$ cat src/rtl/cmul_share_ctrl.sv
// Round-robin scheduler sharing one external complex multiplier between two
// requesters: S1 registers the winning operands onto mul_*, S2 captures the product.
module cmul_share_ctrl #(
  parameter int WIDTH = 16
) (
  input  logic             clock,
  input  logic             reset,
  input  logic             r0_valid,
  output logic             r0_ready,
  input  logic [WIDTH-1:0] r0_a_re,
  input  logic [WIDTH-1:0] r0_a_im,
  input  logic [WIDTH-1:0] r0_b_re,
  input  logic [WIDTH-1:0] r0_b_im,
  input  logic             r1_valid,
  output logic             r1_ready,
  input  logic [WIDTH-1:0] r1_a_re,
  input  logic [WIDTH-1:0] r1_a_im,
  input  logic [WIDTH-1:0] r1_b_re,
  input  logic [WIDTH-1:0] r1_b_im,
  output logic [WIDTH-1:0] mul_a_re,
  output logic [WIDTH-1:0] mul_a_im,
  output logic [WIDTH-1:0] mul_b_re,
  output logic [WIDTH-1:0] mul_b_im,
  input  logic [WIDTH-1:0] mul_m_re,
  input  logic [WIDTH-1:0] mul_m_im,
  output logic             out_valid,
  input  logic             out_ready,
  output logic             out_id,
  output logic [WIDTH-1:0] out_re,
  output logic [WIDTH-1:0] out_im
);

  // Handshake: a word moves on a rising edge where valid && ready are both high.
  // rN_ready may depend on rN_valid (it is only raised for the granted, valid
  // requester); requesters must hold valid and data stable until accepted.

  localparam int OW = 4 * WIDTH;

  logic          s1_valid_q, s1_valid_d;
  logic          s1_id_q, s1_id_d;
  logic [OW-1:0] ops_q, ops_d;
  logic          last_q, last_d;
  logic          out_valid_q, out_valid_d;
  logic          out_id_q, out_id_d;
  logic [WIDTH-1:0] out_re_q, out_re_d;
  logic [WIDTH-1:0] out_im_q, out_im_d;

  logic adv1, adv2, grant_id, xfer;

  always_comb begin
    adv2     = !out_valid_q || out_ready;
    adv1     = !s1_valid_q || adv2;
    grant_id = (r0_valid && r1_valid) ? !last_q : r1_valid;
    // Ready is held low during reset so nothing is acknowledged and then discarded.
    xfer     = adv1 && (r0_valid || r1_valid) && !reset;
    r0_ready = xfer && !grant_id;
    r1_ready = xfer && grant_id;
  end

  always_comb begin
    s1_valid_d  = s1_valid_q;
    s1_id_d     = s1_id_q;
    ops_d       = ops_q;
    last_d      = last_q;
    out_valid_d = out_valid_q;
    out_id_d    = out_id_q;
    out_re_d    = out_re_q;
    out_im_d    = out_im_q;
    if (adv1) begin
      s1_valid_d = xfer;
    end
    if (xfer) begin
      s1_id_d = grant_id;
      last_d  = grant_id;
      ops_d   = grant_id ? {r1_a_re, r1_a_im, r1_b_re, r1_b_im}
                         : {r0_a_re, r0_a_im, r0_b_re, r0_b_im};
    end
    if (adv2) begin
      out_valid_d = s1_valid_q;
      out_id_d    = s1_id_q;
      out_re_d    = mul_m_re;
      out_im_d    = mul_m_im;
    end
  end

  always_ff @(posedge clock or posedge reset) begin
    if (reset) begin
      s1_valid_q  <= 1'b0;
      s1_id_q     <= 1'b0;
      ops_q       <= '0;
      last_q      <= 1'b1;
      out_valid_q <= 1'b0;
      out_id_q    <= 1'b0;
      out_re_q    <= '0;
      out_im_q    <= '0;
    end else begin
      s1_valid_q  <= s1_valid_d;
      s1_id_q     <= s1_id_d;
      ops_q       <= ops_d;
      last_q      <= last_d;
      out_valid_q <= out_valid_d;
      out_id_q    <= out_id_d;
      out_re_q    <= out_re_d;
      out_im_q    <= out_im_d;
    end
  end

  assign mul_a_re  = ops_q[4*WIDTH-1:3*WIDTH];
  assign mul_a_im  = ops_q[3*WIDTH-1:2*WIDTH];
  assign mul_b_re  = ops_q[2*WIDTH-1:WIDTH];
  assign mul_b_im  = ops_q[WIDTH-1:0];
  assign out_valid = out_valid_q;
  assign out_id    = out_id_q;
  assign out_re    = out_re_q;
  assign out_im    = out_im_q;

endmodule

$ cat config.mk
export PLATFORM = sky130hd
export DESIGN_NAME = cmul_share_ctrl
export DESIGN_NICKNAME = d
export VERILOG_FILES = /design/src/rtl/cmul_share_ctrl.sv
export SDC_FILE = /design/constraint.sdc
export NUM_CORES = 1
export LEC_CHECK = 0
export BUFFER_PORTS_ARGS = -buffer_cell sky130_fd_sc_hd__buf_2
export CORE_ASPECT_RATIO = 1.75
export CORE_MARGIN = 1
export CORE_UTILIZATION = 40
export DETAILED_ROUTE_END_ITERATION = 10
export PLACE_DENSITY = 0.74
export SETUP_SLACK_MARGIN = 0.05
export SLEW_MARGIN = 20
export SYNTH_ARGS = -nofsm -noshare
export SYNTH_HDL_FRONTEND = slang
export SYNTH_SLANG_ARGS = --single-unit
$ cat constraint.sdc
create_clock -name clock -period 5.08 [get_ports clock]
set_input_delay 1.524 -clock clock [delete_from_list [all_inputs] [get_ports clock]]
set_output_delay 1.524 -clock clock [all_outputs]
set_load 0.02 [all_outputs]
==> reports/summary.txt <==
Setup TNS = 0 ns
Final period utilization = 77.31%
Dpl hpwl = 8298 um
Initial Utilization = 41.47%
Slew HR = 38.08%
Gate power share = 30.9%
Seq/Total Area, Yosys = 54.61%
Hold EP = out_valid$_DFFE_PP0P_
CP Launch Type = input port
Std cell rows = 51
Predominant post-synthesis flop cell = dfrtp_1
Number of synthesized flops with an enable pin = 0
GRT Overall Usage = 17.81%
Seq pwr share = 42.6%
Number of gates resized after CTS = 0
Synth-to-layout area growth = 36.45%
R2R depth = 4
Sequential Area = 0.002529 mm2
Slew @ Worst Pin = 0.9287 ns
Postcts setup bufs = 0
WP data arrival = 2.40 ns
NumNets Final = 718
Via count = 3363
Vias in the first global route = 3478
FILL cells = 930
Total power = 2.421 mW
CP endpoint kind = output pin
Internal power = 1.646 mW
LEAKAGE = 3.120 nW
Clk sink count = 101
Fin. Hold Viols = 0
Result of the run = completed
1st-pass router iterations = 3
Total grt overflow = 0
Critical path's top delay family = compound AO/OA/AOI/OAI gates
Syn nets = 458
Die X = 83.34 um
Worst path slowest cell = o21bai_1
Die Ht = 144.3 um
Crit path time final = 3.927 ns
Hold Crit Depth = 2
Maxcap violations = 0
Vias per cell = 4.874
Core area = 0.01117 mm2
Worst reg2reg startpoint = last_q$_DFFE_PP1P_
Setup Skew = 0.009156 ns
CP bufs+invs = 2
WL final = 10970 um
Largest net degree at the start of global routing = 77
Port Buffer Count = 264
Worst EP required = 3.56 ns
Area of the multi-input gates = 0.001981 mm2
Kind of critical path = input port to output pin
Skew-Pair Late Insertion Delay = 0.34 ns
RSZ-0062 raised after global routing = false
Layout cells sized above 1 = 81.00%
Hold_sp = s1_valid_q$_DFFE_PP0P_
Library cells used by synthesis = 17
CTS tree = yes
Switching power = 0.7750 mW
Iteration-0 DRC Markers = 71
Antenna diode count = 0
CP Cell Sequence = buf_2, o21bai_1, o21ba_4, and2_1, buf_2
Sw frac = 32.01%
Post-route DRC violation count = 0
Yosys warning count = 0
Synthesized area per cell = 15.80 um2
Flop-to-flop setup slack = 2.86 ns
GPL Wtd Cong = 0.8105
Final setup fails = 0
Antenna-violating nets left = 0
Pwr/cell area = 383.2 mW/mm2
Global-route wire length before repair = 16740 um
Most common cell after layout, fill and taps aside = buf_2
Post-CTS Hold Buffers = 0
DR WL/cell = 15.90 um
Clock Tree Buf Depth = 2
Post-Syn Area = 0.004631 mm2
Asr flop ratio synth = 100.0%
Worst R2R End = ops_q[25]$_DFFE_PP0P_
Peak supply drop = 0.2536 mV
Syn Inst Count = 293
Initial antenna violation count = 0
Die area = 0.01203 mm2
Clk slew on worst S/H paths = 0.07 ns
# IOs = 265
CP peak stage delay = 0.26 ns
CTS Buf Count = 9
Layout Utilization = 56.58%
Synth Register Bits = 101
Final Max Tran Viols = 0
CTS Root Cell = clkbuf_16
Worst min-delay path category = register to register
H-tree levels = 3
Most common cell on crit path = buf_2
CP Max Fanout = 3
Fmax = 254.6 MHz
Commonest non-fill, non-tap cells in the layout = buf_2, mux2_2, dfrtp_1
Clock power frac = 26.6%
-- final cells by class --
class | count | area share (%)
Clock buffer | 9 | 3.564
Clock inverter | 7 | 0.9109
Inverter | 2 | 0.1584
Multi-Input combinational cell | 171 | 31.35
Sequential cell | 101 | 40.02
Tap cell | 132 | 2.614
Timing Repair Buffer | 268 | 21.39
-- power groups by stage --
stage                     logic [mW]  clock network [mW]  registers (mW)
final                          0.748               0.643            1.03
after global routing           0.795               0.700            1.05
after CTS                      0.760               0.665            1.03
after detailed placement       0.759                   0            1.04
after global placement         0.739                   0            1.04
after floorplan                0.297                   0            1.23
-- logic make-up after synthesis --
group | after synthesis | share of synthesized area [%]
AO/OA/AOI/OAI | 4 | 0.7295
multiplexers | 163 | 41.10
buffers and inverters | 21 | 2.918
flip-flops | 101 | 54.61
AND/OR/NAND/NOR | 4 | 0.6485
-- worst max-delay path by stage --
stage	start	endpoint	slack [ns]	cells past startpoint
2_1_floorplan	reset	ops_q[0]$_DFFE_PP0P_	0.91	1
3_3_place_gp	reset	r0_ready	1.12	5
3_5_place_dp	r0_valid	r0_ready	1.15	5
4_1_cts	r0_valid	r0_ready	1.15	5
5_1_grt	reset	r0_ready	1.09	5
6_report	r0_valid	r1_ready	1.15	5
-- flip-flops by register name (all words and copies together), names as in the netlist --
register	flops
out_re	16
out_valid	1
ops_q	64
s1_id_q	1
out_im	16
out_id	1
last_q	1
s1_valid_q	1
-- through the flow --
stage | cells | setup slack, ns | hold WS [ns] | area (um2)
floorplan | 293 | 0.9105 | 0.4234 | 4631
global placement | 674 | 1.123 | 0.4528 | 6036
detailed placement | 674 | 1.145 | 0.4527 | 6036
CTS | 690 | 1.145 | 0.4699 | 6319
global route | 690 | 1.086 | 0.5098 | 6319
finish | 690 | 1.153 | 0.4699 | 6319
-- Yosys cell counts, types with 2 or more instances --
master / n / area, um2
buf_6: 5 / 56.30
inv_1: 2 / 7.510
mux2_4: 18 / 270.3
dfrtp_1: 100 / 2502
buf_2: 12 / 60.06
mux2_2: 145 / 1633
-- per-layer routing --
metal | track usage (%) | part of all wire [%] | routed length (um) | vias to the layer above
met5 | 0 | 0 | 0 | -
met4 | 9.437 | 3.5 | 388 | 0
met3 | 3.368 | 5.3 | 586 | 27
met2 | 32.48 | 55 | 6088 | 145
met1 | 19.52 | 36 | 3906 | 1631
li1 | - | - | - | 1560
-- worst register-to-register path, cell delays in order (launching register included) --
cell and delay (ns):
dfstp_2 0.39, a21boi_4 0.33, buf_4 0.67, mux2_2 0.45, mux2_2 0.28
Power figures use the tool's default switching activity.
